<file path="config.mk">
export PLATFORM = sky130hd
export DESIGN_NAME = car_detector_flat
export DESIGN_NICKNAME = d
export VERILOG_FILES = /design/src/rtl/car_detector_if.sv /design/src/rtl/car_detector.sv /design/src/flat_wrapper.sv
export SDC_FILE = /design/constraint.sdc
export NUM_CORES = 1
export LEC_CHECK = 0
export ABC_AREA = 1
export BUFFER_PORTS_ARGS = -buffer_cell sky130_fd_sc_hd__buf_2
export CORE_AREA = 2 2 56 58
export CTS_CLUSTER_SIZE = 14
export DETAILED_ROUTE_END_ITERATION = 16
export DIE_AREA = 0 0 58 60
export PLACE_DENSITY = 0.72
export SLEW_MARGIN = 25
export SYNTH_ARGS = -nofsm -noshare
export SYNTH_HDL_FRONTEND = slang
export SYNTH_SLANG_ARGS = --single-unit
export TNS_END_PERCENT = 100
</file>
<file path="constraint.sdc">
create_clock -name clk -period 2.3 [get_ports clk]
set_input_delay 0 -clock clk [delete_from_list [all_inputs] [get_ports clk]]
set_output_delay 0 -clock clk [all_outputs]
set_load 0.005 [all_outputs]
</file>
<file path="src/rtl/car_detector_if.sv">
// Bundle between the loop-sensor front end and the traffic-light controller.
// master drives sensor/green/clear, slave returns the qualified request.
interface car_detector_if #(
   parameter int CNT_W = 8
);
   logic             sensor_raw;
   logic             grn;
   logic             cnt_clr;
   logic             car;
   logic             presence;
   logic [CNT_W-1:0] veh_cnt;

   modport master (
      output sensor_raw,
      output grn,
      output cnt_clr,
      input  car,
      input  presence,
      input  veh_cnt
   );

   modport slave (
      input  sensor_raw,
      input  grn,
      input  cnt_clr,
      output car,
      output presence,
      output veh_cnt
   );
endinterface

</file>
<file path="src/rtl/car_detector.sv">
// Loop-sensor qualifier feeding the traffic-light controller's car request.
// Define CAR_DET_LATCH_EN to latch the request until the controller leaves green.
module car_detector #(
   parameter int DEBOUNCE     = 4,
   parameter int MIN_PRESENCE = 8,
   parameter int CNT_W        = 8
) (
   input logic          clk,
   input logic          rst_n,
   car_detector_if.slave bus
);

   localparam int DW = $clog2(DEBOUNCE + 1);
   localparam int QW = $clog2(MIN_PRESENCE + 1);

   localparam logic [DW-1:0]    D_LAST  = DW'(DEBOUNCE - 1);
   localparam logic [QW-1:0]    Q_LOAD  = QW'(MIN_PRESENCE - 1);
   localparam logic [CNT_W-1:0] CNT_MAX = '1;

`ifdef CAR_DET_LATCH_EN
   localparam bit LATCH = 1'b1;
`else
   localparam bit LATCH = 1'b0;
`endif

   typedef enum logic [1:0] {
      IDLE    = 2'd0,
      QUALIFY = 2'd1,
      REQUEST = 2'd2,
      SERVED  = 2'd3
   } state_t;

   logic             s1;
   logic             s2;
   logic             pres;
   logic             pres_nxt;
   logic [DW-1:0]    dcnt;
   logic [DW-1:0]    dcnt_nxt;
   logic             rise;
   logic [CNT_W-1:0] cnt;
   logic [QW-1:0]    qcnt;
   logic [QW-1:0]    qcnt_nxt;
   state_t           state;
   state_t           state_nxt;

   always_ff @(posedge clk or negedge rst_n) begin
      if (!rst_n) begin
         s1 <= 1'b0;
         s2 <= 1'b0;
      end else begin
         s1 <= bus.sensor_raw;
         s2 <= s1;
      end
   end

   // presence only follows s2 after it has disagreed for DEBOUNCE edges
   always_comb begin
      pres_nxt = pres;
      dcnt_nxt = dcnt;
      if (s2 == pres) begin
         dcnt_nxt = '0;
      end else if (dcnt == D_LAST) begin
         pres_nxt = s2;
         dcnt_nxt = '0;
      end else begin
         dcnt_nxt = dcnt + 1'b1;
      end
   end

   assign rise = pres_nxt & ~pres;

   always_ff @(posedge clk or negedge rst_n) begin
      if (!rst_n) begin
         pres <= 1'b0;
         dcnt <= '0;
      end else begin
         pres <= pres_nxt;
         dcnt <= dcnt_nxt;
      end
   end

   always_ff @(posedge clk or negedge rst_n) begin
      if (!rst_n) begin
         cnt <= '0;
      end else if (bus.cnt_clr) begin
         cnt <= CNT_W'(rise);
      end else if (rise && cnt != CNT_MAX) begin
         cnt <= cnt + 1'b1;
      end
   end

   always_ff @(posedge clk or negedge rst_n) begin
      if (!rst_n) begin
         state <= IDLE;
         qcnt  <= '0;
      end else begin
         state <= state_nxt;
         qcnt  <= qcnt_nxt;
      end
   end

   always_comb begin
      state_nxt = state;
      qcnt_nxt  = qcnt;
      case (state)
         IDLE: begin
            if (pres) begin
               state_nxt = QUALIFY;
               qcnt_nxt  = Q_LOAD;
            end
         end
         QUALIFY: begin
            if (!pres) begin
               state_nxt = IDLE;
            end else if (qcnt == '0) begin
               state_nxt = REQUEST;
            end else begin
               qcnt_nxt = qcnt - 1'b1;
            end
         end
         REQUEST: begin
            // leaving green is the acknowledge and beats a withdrawal
            if (!bus.grn) begin
               state_nxt = SERVED;
            end else if (!pres && !LATCH) begin
               state_nxt = IDLE;
            end
         end
         SERVED: begin
            if (bus.grn) begin
               if (pres) begin
                  state_nxt = QUALIFY;
                  qcnt_nxt  = Q_LOAD;
               end else begin
                  state_nxt = IDLE;
               end
            end
         end
         default: begin
            state_nxt = IDLE;
         end
      endcase
   end

   assign bus.car      = (state == REQUEST);
   assign bus.presence = pres;
   assign bus.veh_cnt  = cnt;

endmodule
</file>
<file path="src/flat_wrapper.sv">
// flat-port wrapper written by rule: the top's interface ports become plain ports
module car_detector_flat 
#(
   parameter int DEBOUNCE     = 4,
   parameter int MIN_PRESENCE = 8,
   parameter int CNT_W        = 8
)
  (clk, rst_n, bus_sensor_raw, bus_grn, bus_cnt_clr, bus_car, bus_presence, bus_veh_cnt);
  car_detector_if #(.CNT_W(CNT_W)) bus_i ();
  input logic clk;
  input logic rst_n;
  input wire logic [$bits(bus_i.sensor_raw)-1:0] bus_sensor_raw;
  input wire logic [$bits(bus_i.grn)-1:0] bus_grn;
  input wire logic [$bits(bus_i.cnt_clr)-1:0] bus_cnt_clr;
  output wire logic [$bits(bus_i.car)-1:0] bus_car;
  output wire logic [$bits(bus_i.presence)-1:0] bus_presence;
  output wire logic [$bits(bus_i.veh_cnt)-1:0] bus_veh_cnt;
  assign bus_i.sensor_raw = bus_sensor_raw;
  assign bus_i.grn = bus_grn;
  assign bus_i.cnt_clr = bus_cnt_clr;
  assign bus_car = bus_i.car;
  assign bus_presence = bus_i.presence;
  assign bus_veh_cnt = bus_i.veh_cnt;
  car_detector #(.DEBOUNCE(DEBOUNCE), .MIN_PRESENCE(MIN_PRESENCE), .CNT_W(CNT_W)) u_core (.clk(clk), .rst_n(rst_n), .bus(bus_i));
endmodule
</file>
==> summary.txt, run 1 <==
Status
  – Run status: completed

Global route
  – Vias in the first global route: 927
  – Gr ovfl total: 0
  – Met3 Use GR: 1.95%
  – GR Util met2: 21.6%
  – Met1 Track Usage GR: 21.1%
  – Initial antenna violation count: 0
  – First-pass GRT wire length: 3.95 mm
  – Layer with the highest usage: met2
  – Largest net degree at the start of global routing: 21
  – Global-route usage over all layers: 14.4%

Worst setup path
  – Critical Path RT: 2.50 ns
  – WP data arrival: 1.72 ns
  – CP Class: flip-flop to flip-flop
  – Startpoint types: flip-flop
  – FF-to-FF setup slack: 0.78 ns
  – CP Capture Type: flip-flop
  – Reg2reg path depth: 9
  – Reg2Reg Launch Point: u_core.state[1]
  – Reg2reg end: u_core.qcnt[3]
  – Crit-path max FO: 5

Routing
  – DR WL/cell: 10.2 um
  – Drt total wl: 2.19 mm
  – Detailed Routing Iterations Pass 1: 4
  – DRT iter0 DRCs: 15
  – Drt via density: 4.86
  – DRC Markers: 0
  – Routed via count: 1041
  – Routed Antenna Nets: 0

Timing
  – Skew final: 0.00411 ns
  – Final Hold Viols: 0
  – Final setup violation count: 0
  – TNS Setup: 0 ns
  – Slew headroom: 69.8%
  – Final Max Slew Viols: 0
  – RSZ-0062 raised after global routing: no
  – Final Critical Period: 1.52 ns
  – Max Freq: 0.659 GHz
  – Slew @ Worst Pin: 0.453 ns
  – Final period util: 66.0%

Yosys
  – Synthesized flop and latch total: 20
  – Mux share of post-synthesis cell area: 0%
  – Post-Synth XOR/XNOR Area: 0.719%
  – Mapped Nets: 176
  – Post-Synthesis Cells: 162
  – Primary FF master, synth: dfrtp_1
  – Simple-gate area share of the yosys netlist: 33.5%
  – Synth area leaders: dfrtp_1 (41%), nand2_1 (17%), ha_1 (9.2%)
  – Post-Synth Adder-Cell Area: 9.25%
  – Cell taking the most area after synthesis: dfrtp_1
  – Sequential element share of the synthesized area: 41.1%
  – Compound-cell area share of the yosys netlist: 8.12%
  – Mapped Area: 0.00122 mm2
  – Syn Area/Cell: 7.51 um2
  – Library cells used by synthesis: 24
  – Number of synthesized flops with an enable pin: 0
  – Top cell type's share of synthesized area: 41.1%
  – Post-synth ARST share: 100%
  – Yosys warning count: 0
  – Largest family of logic cells by synthesized area: simple AND/OR/NAND/NOR gates

Clock network
  – CTS tree: built
  – Post-CTS sizing: 0
  – Root buf cell: clkbuf_4
  – Num CTS Buffers: 3
  – Clock transition at path regs: 0.12 ns
  – Clock Latency Late Sink: 0.30 ns
  – Max clock buf depth: 2
  – Clock Sinks: 20
  – H-tree depth: 1
  – Setup repair bufs after CTS: 0
  – Hold-fix buffers at CTS: 2

Power
  – Cell internal pwr: 815 uW
  – Peak supply drop: 0.000533 V
  – Clock share of power: 21.5%
  – Logic gate share of total power: 40.4%
  – Seq pwr share: 38.1%
  – Leakage: 0.724 nW
  – Power per Cell Area: 957 mW/mm2
  – NetSw: 515 uW
  – Net Sw Frac: 38.7%

Place
  – PortBufs: 14
  – Gpl congestion: 0.821
  – HPWL Detailed: 1.67 mm

Worst hold path
  – Worst Hold Launch: bus_cnt_clr
  – Hold endpoint: u_core.bus.veh_cnt[3]
  – Hold crit path type: input port to flip-flop
  – Hold Path Cell Cnt: 4

Cells and area
  – Fin util: 47.9%
  – Layout cells sized above 1: 17.1%
  – Most common cell after layout, fill and taps aside: nand2_1
  – Final Net Count: 196
  – Area Overhead vs Synth: 14.2%
  – ANT cells: 0
  – Commonest non-fill, non-tap cells in the layout: nand2_1 (56), dfrtp_1 (20), buf_2 (14)

Floorplanning
  – I/O pins: 15
  – DIE AREA: 0.00348 mm2
  – DIE HEIGHT: 60 um
  – Horiz. Die Dim: 58 um
  – # rows: 20
  – Initial Utilization: 41.9%
  – Core region area: 0.00290 mm2

Flow run
  – Max Cap Viol: 0
==> worst max-delay path, cell delays in order, from the launching register on <==
cell     delay, ns
dfrtp_1       0.43
inv_1         0.13
ha_1          0.22
inv_1         0.08
nor2_1        0.09
nor2_1        0.05
nor2_2        0.17
nand2_1       0.13
nand2_1       0.07
o21ai_1       0.05
==> logic make-up (layout without fill, tap and decap cells) <==
| family | after synthesis | after routing |
|---|---|---|
| xor gates and xnor gates | 1 | 1 |
| AOI/OAI and AO/OA | 16 | 16 |
| adders and majority gates | 9 | 9 |
| buffers and inverters | 21 | 40 |
| DFF | 20 | 20 |
| and+or+nand+nor | 95 | 95 |
==> power by group through the flow <==
stage               Sequential, mW  Combinational, mW  Clock (mW)
global placement             0.510              0.536           0
CTS                          0.506              0.545       0.292
floorplan                    0.486              0.454           0
detailed placement           0.513              0.539           0
finish                       0.506              0.537       0.286
global route                 0.518              0.636       0.306
==> area by class of cell <==
cell class / instances / area [um2]
Timing Repair Buffer: 16 / 90.1
Fill cell: 304 / 1510
Inverter: 20 / 77.6
Tap cell: 33 / 41.3
Clock inverter: 1 / 30.0
Clock buffer: 3 / 22.5
Sequential cell: 20 / 500
Multi-Input combinational cell: 121 / 628
==> synth_stat cells (2+ instances only) <==
library cell   n
a21oi_1        2
ha_1           9
nor3_1         3
o21ai_0        2
nor2_1        13
inv_1         13
o21bai_1       4
nand2_1       56
clkinv_1       2
nand2_2        2
inv_2          4
nand3_1       13
nand4_1        2
o21ai_1        5
nor2_2         4
dfrtp_1       20
==> metal layers <==
metal  part of all wire (%)  up-vias  routed length (um)
li1                       -      550                   -
met1                     53      478                1150
met2                     44        9                 965
met3                    1.9        4                  42
met4                    1.4        0                  30
met5                      0        -                   0
==> how the worst max path moves through the flow <==
stage,startpoint,end,slack [ns],cells after the start
5_1_grt,u_core.state[1],u_core.qcnt[3],0.61,9
2_1_floorplan,u_core.state[0],u_core.qcnt[3],0.93,8
3_5_place_dp,u_core.state[1],u_core.qcnt[3],0.79,9
6_report,u_core.state[1],u_core.qcnt[3],0.78,9
4_1_cts,u_core.state[1],u_core.qcnt[3],0.78,9
3_3_place_gp,u_core.state[1],u_core.qcnt[3],0.83,9
==> through the flow <==
| stage | power, mW | hold WS [ns] | instances | instance area (um2) | setup WS [ns] |
|---|---|---|---|---|---|
| 6_report | 1.33 | 0.0229 | 214 | 1390 | 0.782 |
| 5_1_grt | 1.46 | 0.0500 | 214 | 1390 | 0.612 |
| 4_1_cts | 1.34 | 0.0169 | 214 | 1390 | 0.776 |
| 3_5_place_dp | 1.05 | -0.0259 | 208 | 1320 | 0.793 |
| 3_3_place_gp | 1.05 | -0.0254 | 208 | 1320 | 0.826 |
| 2_1_floorplan | 0.940 | -0.296 | 162 | 1220 | 0.935 |
==> registers in the layout (all words and copies together), names as in the netlist <==
register             flops
u_core.bus.veh_cnt       8
u_core.bus.presence      1
u_core.s1                1
u_core.state             2
u_core.s2                1
u_core.dcnt              3
u_core.qcnt              4
Power figures use the tool's default switching activity.
==> run 2: changes to the inputs <==
- clock period: 2.3 -> 1.43 ns (I/O delays scaled with it)
==> summary.txt, run 2 (synthesis results as in run 1) <==
Status
  – Run status: completed

Global route
  – Largest net degree at the start of global routing: 21 (unchanged)
  – Vias in the first global route: 935 (+0.86%)
  – Gr ovfl total: 0 (unchanged)
  – Initial antenna violation count: 0 (unchanged)
  – Global-route usage over all layers: 14.8% (+0.33 points)
  – First-pass GRT wire length: 3.88 mm (-1.6%)

Worst setup path
  – Critical Path Start: u_core.state[1]
  – WP data arrival: 1.59 ns (-0.13 ns)
  – Critical path, cell by cell: inv_2 -> ha_4 -> nand2_2 -> nand2_2 -> nor2_4 -> nand2_2 -> nand2_1 -> o21ai_1
  – WP buf/inv: 1 (-1)
  – FF-to-FF setup slack: 0.04 ns (-0.74 ns)
  – Reg2reg path depth: 8 (-1)
  – CP Depth: 8 (-1)
  – Critical Path RT: 1.63 ns (-0.87 ns)
  – CP max-delay cell: dfrtp_1
  – Crit-path max FO: 5 (unchanged)
  – CP Capture Point: u_core.qcnt[3]
  – CP delay by family, top: simple AND/OR/NAND/NOR gates
  – Startpoint types: flip-flop
  – Reg2Reg Launch Point: u_core.state[1]
  – CP Class: flip-flop to flip-flop
  – CP max stage delay: 0.44 ns (about the same)
  – CP dominant cell by count: nand2_2
  – CP Capture Type: flip-flop
  – Reg2reg end: u_core.qcnt[3]

Routing
  – DR WL met2: 1.15 mm (+19%)
  – DR WL/cell: 10.8 um (+5.8%)
  – Detailed Routing Iterations Pass 1: 4 (unchanged)
  – Wire length on met1: 1.13 mm (-1.9%)
  – DRT iter0 DRCs: 35 (+20)
  – DRC Markers: 0 (unchanged)
  – Met3 routed WL: 52 um (+24%)
  – Drt via density: 4.89 (+0.56%)
  – Routed via count: 1086 (+4.3%)
  – Routed Antenna Nets: 0 (unchanged)
  – Drt total wl: 2.40 mm (+9.8%)
  – Highest routed layer: met4

Floorplanning
  – DIE HEIGHT: 60 um (unchanged)
  – DIE AREA: 0.00348 mm2 (unchanged)
  – Initial Utilization: 41.9% (unchanged)
  – Horiz. Die Dim: 58 um (unchanged)
  – # rows: 20 (unchanged)
  – I/O pins: 15 (unchanged)
  – Core region area: 0.00290 mm2 (unchanged)

Flow run
  – Max Cap Viol: 0 (unchanged)

Place
  – Post-Place Worst Slack: -0.0481 ns (-0.842 ns)
  – Gpl congestion: 0.821 (about the same)
  – HPWL Detailed: 1.70 mm (+1.2%)
  – Area of placed instances: 0.00133 mm2 (+1.1%)
  – PortBufs: 14 (unchanged)
  – Placed cells: 210 (+0.96%)

Timing
  – RSZ-0062 raised after global routing: yes
  – TNS Setup: 0 ns (unchanged)
  – Final Hold Viols: 0 (unchanged)
  – Final setup violation count: 0 (unchanged)
  – Max Freq: 0.719 GHz (+9.1%)
  – Final period util: 97.3% (+31 points)
  – Slew headroom: 70.6% (+0.85 points)
  – Skew final: 0.00291 ns (-0.00121 ns)
  – Setup ws final: 0.0389 ns (-0.743 ns)
  – Final Max Slew Viols: 0 (unchanged)
  – Worst hold slack: 0.0891 ns (+0.0662 ns)
  – Final Critical Period: 1.39 ns (-0.127 ns)
  – Slew @ Worst Pin: 0.441 ns (-0.0128 ns)

Power
  – Pwr Total: 2.31 mW (+74%)
  – Power per Cell Area: 1540 mW/mm2 (+61%)
  – Leakage: 0.757 nW (+4.6%)
  – Peak supply drop: 0.00111 V (+110%)

Clock network
  – Clock Sinks: 20 (unchanged)
  – Num CTS Buffers: 3 (unchanged)
  – H-tree depth: 1 (unchanged)
  – Clock transition at path regs: 0.10 ns (-0.02 ns)
  – CTS tree: built
  – Max clock buf depth: 2 (unchanged)
  – Root buf cell: clkbuf_4
  – Clock Latency Late Sink: 0.30 ns (about the same)

Cells and area
  – Layout cells sized above 1: 28.6% (+11 points)
  – Register area: 502 um2 (+0.25%)
  – Fin util: 51.7% (+3.8 points)
  – Fillers: 276 (-9.2%)
  – Commonest non-fill, non-tap cells in the layout: nand2_1 (52), dfrtp_1 (19), buf_2 (14)
  – ANT cells: 0 (unchanged)
  – Most common cell after layout, fill and taps aside: nand2_1
  – Final Net Count: 205 (+4.6%)
  – Area Overhead vs Synth: 23.3%
  – Cell area after layout: 0.00150 mm2 (+8.0%)
  – Finished Layout Cells: 222 (+3.7%)
  – Multi-input logic area: 687 um2 (+9.4%)
  – Max reg flops: 8 (unchanged)

Worst hold path
  – Hold crit path type: input port to flip-flop
  – Hold Path Cell Cnt: 5 (+1)
-- run 2: worst register-to-register path, stage by stage, from the launching register on --
cell,delay [ns]
dfrtp_1,0.44
inv_2,0.14
ha_4,0.21
nand2_2,0.07
nand2_2,0.07
nor2_4,0.15
nand2_2,0.09
nand2_1,0.07
o21ai_1,0.06
-- run 2: how the worst min path moves through the flow --
| stage | end | start | slack [ns] |
|---|---|---|---|
| 3_3_place_gp | u_core.bus.veh_cnt[6] | rst_n | -0.03 |
| 3_5_place_dp | u_core.bus.veh_cnt[7] | rst_n | -0.03 |
| 6_report | u_core.state[1] | bus_grn | 0.09 |
| 4_1_cts | u_core.state[1] | bus_grn | 0.08 |
| 5_1_grt | u_core.state[1] | bus_grn | 0.14 |
| 2_1_floorplan | u_core.bus.presence | rst_n | -0.30 |
-- run 2: per-layer routing --
metal	up-vias	GRT usage [%]
li1	567	-
met5	-	0
met3	7	1.95
met2	14	22.2
met1	498	20.4
met4	0	8.64
-- run 2: where the power goes --
group          switching [mW]  internal (mW)
sequential              0.125          0.696
combinational           0.678          0.551
clock                   0.166         0.0985
-- run 2: area by class of cell --
class                   instances  share of cell area [%]
well taps                      33                    2.75
inverters                      20                    5.17
repair buffers                 25                    11.4
flip-flops and latches         20                    33.4
multi-input cells             121                    45.8
clock buffers                   3                    1.50
-- run 2: what timing repair did --
action                                  CTS  global route
hold endpoints to repair                 22             0
hold buffers                              3             0
endpoints found under the setup margin    4            10
resized for setup                         4            17
pin swaps                                 3             4
setup buffers                             2             4
